**config.mk**
```make
export PLATFORM = sky130hd
export DESIGN_NAME = instr_fetch_unit
export DESIGN_NICKNAME = d
export VERILOG_FILES = /design/src/rtl/instr_fetch_unit.sv
export SDC_FILE = /design/constraint.sdc
export NUM_CORES = 1
export LEC_CHECK = 0
export ABC_AREA = 0
export ABC_CLOCK_PERIOD_IN_PS = 4850
export CAP_MARGIN = 5
export CORE_MARGIN = 2
export CORE_UTILIZATION = 29
export DETAILED_ROUTE_END_ITERATION = 10
export SYNTH_ARGS = -nofsm -noshare
export SYNTH_HDL_FRONTEND = slang
export SYNTH_SLANG_ARGS = --single-unit
```
**constraint.sdc**
```tcl
create_clock -name clk -period 4.85 [get_ports clk]
set_input_delay 0.7275 -clock clk [delete_from_list [all_inputs] [get_ports clk]]
set_output_delay 0.7275 -clock clk [all_outputs]
set_load 0.1 [all_outputs]
```
**src/rtl/instr_fetch_unit.sv**
```systemverilog
// ---------------------------------------------------------------------------
// instr_fetch_unit
//   Owns the program counter and drives a word-aligned byte address to a
//   combinational instruction memory. The returned word is captured, together
//   with its address, into a small prefetch FIFO. Decode takes entries from
//   the FIFO head through a valid/ready handshake. Execute can redirect the
//   fetch stream. A misaligned redirect halts the unit and sets a sticky error
//   that only rst clears.
//
// Ports
//   clk          : single clock, rising edge
//   rst          : synchronous active-high reset
//   ImAddr_o     : byte address to instruction memory (the PC)
//   ImInstr_i    : instruction word for ImAddr_o, returned in the same cycle
//   Redirect_i   : redirect request from execute
//   RedirectPc_i : redirect target byte address
//   Instr_o      : instruction at FIFO head (0 while empty)
//   Pc_o         : byte address of Instr_o (0 while empty)
//   Valid_o      : FIFO head valid
//   Ready_i      : decode accepts the head this cycle
//   Err_o        : sticky misaligned-redirect flag
// ---------------------------------------------------------------------------
module instr_fetch_unit #(
  parameter logic [31:0] RESET_PC = 32'h0000_3000,
  parameter int unsigned DEPTH    = 2
) (
  input  logic        clk,
  input  logic        rst,
  output logic [31:0] ImAddr_o,
  input  logic [31:0] ImInstr_i,
  input  logic        Redirect_i,
  input  logic [31:0] RedirectPc_i,
  output logic [31:0] Instr_o,
  output logic [31:0] Pc_o,
  output logic        Valid_o,
  input  logic        Ready_i,
  output logic        Err_o
);

  localparam int unsigned PTR_W = (DEPTH > 1) ? $clog2(DEPTH) : 1;
  localparam int unsigned CNT_W = $clog2(DEPTH + 1);
  localparam logic [CNT_W-1:0] CNT_FULL = CNT_W'(DEPTH);

  localparam logic [0:0] ST_RUN  = 1'b0;
  localparam logic [0:0] ST_HALT = 1'b1;

  logic [0:0]       state_q, state_d;
  logic [31:0]      pc_q, pc_d;
  logic             err_q, err_d;
  logic [CNT_W-1:0] count_q, count_d;
  logic [PTR_W-1:0] rd_ptr_q, rd_ptr_d;
  logic [PTR_W-1:0] wr_ptr_q, wr_ptr_d;
  logic [31:0]      fifo_pc_q    [DEPTH];
  logic [31:0]      fifo_instr_q [DEPTH];

  logic run_s, redirect_s, misaligned_s, pop_s, push_s;

  // Qualify redirect, pop and push for the current cycle.
  always_comb begin
    case (state_q)
      ST_RUN:  run_s = 1'b1;
      ST_HALT: run_s = 1'b0;
      default: run_s = 1'b0;
    endcase
    redirect_s   = run_s && Redirect_i;
    misaligned_s = redirect_s && (RedirectPc_i[1:0] != 2'b00);
    // A redirect discards any concurrent pop: the flushed head is not accepted.
    pop_s        = Valid_o && Ready_i && !redirect_s;
    // A full FIFO can still take a word when the head leaves in the same cycle.
    push_s       = run_s && !redirect_s && ((count_q != CNT_FULL) || pop_s);
  end

  // Next-state computation for PC, FIFO control, error flag and state.
  always_comb begin
    state_d  = state_q;
    pc_d     = pc_q;
    err_d    = err_q;
    count_d  = count_q;
    rd_ptr_d = rd_ptr_q;
    wr_ptr_d = wr_ptr_q;
    if (redirect_s) begin
      count_d  = '0;
      rd_ptr_d = '0;
      wr_ptr_d = '0;
      if (misaligned_s) begin
        // PC is left untouched so ImAddr_o keeps its last value while halted.
        err_d   = 1'b1;
        state_d = ST_HALT;
      end else begin
        pc_d = RedirectPc_i;
      end
    end else begin
      if (push_s) begin
        pc_d     = pc_q + 32'd4;
        wr_ptr_d = wr_ptr_q + PTR_W'(1);
      end else begin
        pc_d     = pc_q;
        wr_ptr_d = wr_ptr_q;
      end
      if (pop_s) begin
        rd_ptr_d = rd_ptr_q + PTR_W'(1);
      end else begin
        rd_ptr_d = rd_ptr_q;
      end
      count_d = count_q + CNT_W'(push_s) - CNT_W'(pop_s);
    end
  end

  // Control registers with synchronous reset.
  always_ff @(posedge clk) begin
    if (rst) begin
      state_q  <= ST_RUN;
      pc_q     <= RESET_PC;
      err_q    <= 1'b0;
      count_q  <= '0;
      rd_ptr_q <= '0;
      wr_ptr_q <= '0;
    end else begin
      state_q  <= state_d;
      pc_q     <= pc_d;
      err_q    <= err_d;
      count_q  <= count_d;
      rd_ptr_q <= rd_ptr_d;
      wr_ptr_q <= wr_ptr_d;
    end
  end

  // Prefetch storage: each entry holds the fetch address and its word.
  always_ff @(posedge clk) begin
    if (rst) begin
      for (int i = 0; i < DEPTH; i++) begin
        fifo_pc_q[i]    <= 32'h0000_0000;
        fifo_instr_q[i] <= 32'h0000_0000;
      end
    end else if (push_s) begin
      fifo_pc_q[wr_ptr_q]    <= pc_q;
      fifo_instr_q[wr_ptr_q] <= ImInstr_i;
    end else begin
      fifo_pc_q[wr_ptr_q]    <= fifo_pc_q[wr_ptr_q];
      fifo_instr_q[wr_ptr_q] <= fifo_instr_q[wr_ptr_q];
    end
  end

  // Outputs come from registered state only; head contents are masked to 0
  // while empty so stale entries never show.
  assign ImAddr_o = pc_q;
  assign Valid_o  = (count_q != '0);
  assign Err_o    = err_q;
  assign Pc_o     = Valid_o ? fifo_pc_q[rd_ptr_q]    : 32'h0000_0000;
  assign Instr_o  = Valid_o ? fifo_instr_q[rd_ptr_q] : 32'h0000_0000;

endmodule

```
* Word level (Yosys, flattened, before mapping)
Memories as Yosys holds them, arrays and structs flattened. A register that Yosys moved wholly into a read port is not among the register bits.
Index checks and enable logic that the tools add are counted.
** Cells by class
- Multiplexer cells :: 26
- Equality and inequality tests :: 3
- Reduce and logical (&&, ||, !) cells :: 17
- $add $sub $neg :: 5
- Bitwise gates (word level) :: 3
** Operators by type and width (number)
- 32-bit 2-to-1 mux :: 9
- 32-bit OR reduction :: 2
- 32-bit by 3-bit adder with 32-bit output, second input constant :: 1
- 1-bit 2-to-1 mux :: 16
- 1-bit logical AND :: 6
- 2-bit AND reduction :: 3
- 2-bit nonzero test :: 3
- 2-bit != test, second input constant :: 2
- 1-bit adder, second input constant :: 2
- 2-bit by 1-bit adder with 2-bit output :: 1
- 1-bit OR :: 2
- 1-bit case mux with 2 select lines :: 1
- 2-bit OR reduction :: 1
- 2-bit by 1-bit subtractor with 2-bit output :: 1
- 1-bit zero test :: 1
- 1-bit logical OR :: 1
- 0-bit != test :: 1
- 1-bit NOT :: 1
** Storage, ports and cells
- Memories kept :: 2
- Bits of input ports :: 68
- Logic and storage cells :: 61
- Register bits after elaboration :: 37
- Memory bits (writable) :: 128
- Output and inout port bits :: 98
** Memory list
- fifo_instr_q :: depth 2, bits a word 32, rd ports 1, clocked after memory_dff 1, write ports 2, RTL line 54 : logic [31:0] fifo_instr_q [DEPTH];
- fifo_pc_q :: depth 2, bits a word 32, rd ports 1, clocked after memory_dff 1, write ports 2, RTL line 53 : logic [31:0] fifo_pc_q [DEPTH];

* Longest topological paths before layout
- Word-level depth :: 14
- Depth in mapped cells :: 9
- Depth with buffers taken out :: 9

* Worst setup path before layout
OpenSTA, ideal clock, no wires.
- Path kind :: flip-flop to flip-flop
- From :: register Err_o (netlist name)
- To :: memory fifo_instr_q[0][0] (enable)
- Data required time :: 4351 ps
- Clock period less this slack :: 4859 ps
- Buffers on the path :: 1
- Library setup time :: 499 ps
- Path slack :: -9 ps
- Stages on the path, launching flop included :: 5
- Data arrival time :: 4360 ps
- Path through :: dfxtp_1 nor2_1 nand2_1 clkbuf_1 o21bai_1
** RTL lines (RTL line)
- end, declared :: 54

==> metrics.txt <==
vias per std cell=between 4 and 5; CP Launch Type=flip-flop; TritonCTS buffer count=17; r2r endpoint=fifo_pc_q[1][11]; Die H=170 µm; CP Class=reg2out; DR WL/cell=around 18 µm; Crit Path Max Fanout=40; Leakage Power=around 0.0036 µW; final hold vios=0; total grt overflow=0; Total GRT Usage=~15%; CTS resizes=0; CTS Sinks=166; die area=a little under 30000 µm²; layout cells sized above 1=6.61%; total negative slack=0 ns; Worst-path clk slew=roughly 0.07 ns; Initial Util=between 20 and 30%; num rows=60; Hold Path Origin=ImAddr_o[0]; MaxCap Viol Count=0; hold buffer count at CTS=0; final worst-path cycle share=78.4%; RSZ-0062 raised after global routing=no; Routed Antenna Nets=0; syn avg cell area=between 10 and 15 µm²; Unique masters post-synth=just under 60; FMAX=between 0.2 and 0.3 GHz; Worst Setup End Kind=output port; setup ws final=1.05 ns; vias in the first global route=approximately 5900; Final Slew Violations=0; power density cells=roughly 350 nW/µm²; # diodes=0; pre-CTS setup slack=1.45 ns; status=finished, final reports clean; DRT Pass-1 Iters=5; Min-Delay Path Depth=1; CTS Root Cell=clkbuf_16; DRC Markers=0; Tmin final=3.80 ns; FF-to-FF path depth=3; Slew headroom=26.4%; io pins=166; Mapped Cells=approximately 720; Max clock buf depth=2; Die Wd=approximately 170 µm; Port Buffer Count=about 170; nets=between 900 and 1000; initial DRC count=445; drt total wl=21.5 mm; worst skew pair latency=between 0.4 and 0.5 ns; asr flop ratio synth=0%; detailed placer's ending HPWL=around 14 mm; Net Count, Synth=792; Synth Flop Type=edfxtp_1; Post-synth EDFFs=128; Routability Congestion=~0.80; register area share after synthesis=between 50% and 60%; Yosys warning count=0; Hold WC Path Type=reg2reg; initial antenna violation count=0; total vias in the final route=a little under 6000; Yosys reg bits=roughly 170; cell area after synthesis=between 8000 and 9000 µm²; Hold EP=ImAddr_o[0]; crit path DAT=between 3 and 4 ns; reg-to-reg slack, setup=roughly 2.4 ns; commonest cells after routing, fill and taps aside=164 x clkdlybuf4s50_1, 128 x and2_1, 128 x edfxtp_1, 91 x nor2_1, 71 x mux2i_1; H-tree lvl count=4; final setup violating endpoints=0; Core Area=between 20000 and 30000 µm²; reg2reg start=Err_o; commonest non-fill, non-tap cell in the layout=clkdlybuf4s50_1; maximum VDD drop=about 0.00016 V; CP required=between 4 and 5 ns; largest net degree at the start of global routing=65; post-route clock skew=~0.01 ns; first-pass GRT wire length=about 33 mm; actual slew at the worst max-slew pin=1.10 ns; Layout area overhead=32.3%; post-CTS setup buffers=0; CTS tree=built
## layout make-up
class	instances	area (µm²)
timing repair buffer	176	1740
tap	341	427
multi-input combinational	496	3220
fill	2619	16400
clock buffer	17	425
sequential	166	4610
clock inverter	15	144
inverter	8	30.0
## metal layers
metal  GRT usage (%)  share of wire [%]  vias up
met5               0                  0        -
met4            3.49               0.84        0
met3            3.35                5.7       13
met2            25.3                 49      204
met1            19.8                 45     2815
li1                -                  -     2880
## state kept, by name, indices dropped and copies added, names as in the netlist, named ones only
register / flops
Err_o: 1
ImAddr_o: 32
count_q: 2
fifo_instr_q: 64
fifo_pc_q: 64
rd_ptr_q: 1
wr_ptr_q: 1
## cells in the mapped netlist, types with 3 or more instances
master	count	area share, %
and2_1	128	10
edfxtp_1	128	48
nor2_1	92	4.3
mux2i_1	71	8.9
dfxtp_1	38	9.5
nand2_1	38	1.8
clkbuf_1	35	1.6
a21oi_1	20	1.2
o21ai_0	17	1.1
buf_1	12	0.56
nand4_1	12	0.94
nor4_1	12	0.94
nor3_1	9	0.56
inv_1	8	0.37
nand3_1	8	0.50
o22ai_1	8	0.62
a22oi_1	6	0.56
a2bb2oi_1	6	0.66
a21o_1	5	0.47
buf_2	4	0.25
xnor2_1	4	0.44
a22o_1	3	0.33
a31oi_1	3	0.23
nand2b_1	3	0.23
nor3b_1	3	0.28
o31ai_1	3	0.28
or3_1	3	0.23
or4_1	3	0.28
## metrics by stage
step           instance area [µm²]  instances  hold slack, ns  utilization [%]  total power (µW)
2_1_floorplan                 8010        722           0.481                -              2220
3_3_place_gp                 10000       1187           0.494             37.1              2460
3_5_place_dp                 10000       1187           0.500             37.1              2460
4_1_cts                      10600       1219           0.511             39.2              3780
5_1_grt                      10600       1219           0.533             39.2              3880
6_report                     10600       1219           0.508             39.2              3730
## power breakdown
part           internal, µW  switching [µW]  total (µW)  leakage (µW)
Combinational           208             521         729       0.00168
Sequential             1630            66.7        1690       0.00166
Clock                   719             590        1310      0.000275
Total                  2550            1180        3730       0.00361
## worst max-delay path, stage by stage, from the launching register on
cell,delay (ns)
dfxtp_4,0.87
buf_4,0.39
mux2i_1,0.11
nor2_1,0.12
clkdlybuf4s50_1,1.14
## worst max-delay path by stage
stage	depth (start not counted)	startpoint	end	slack, ns
2_1_floorplan	4	Err_o	fifo_instr_q[0][0]	1.36
3_3_place_gp	4	flip-flop	Instr_o[26]	1.46
3_5_place_dp	4	flip-flop	Instr_o[14]	1.45
4_1_cts	4	flip-flop	Instr_o[14]	0.99
5_1_grt	4	flip-flop	Instr_o[9]	0.89
6_report	4	flip-flop	Instr_o[11]	1.05
## kinds of logic after synthesis
| family | synth area share (%) |
|---|---|
| adder cells (fa/ha/maj) | 0.312 |
| AND/OR/NAND/NOR | 22.5 |
| flip-flops | 57.5 |
| XOR/XNOR | 0.437 |
| buffers and inverters | 2.89 |
| multiplexers | 9.01 |
| AO/OA/AOI/OAI | 7.34 |
(Power assumes the default switching activity.)
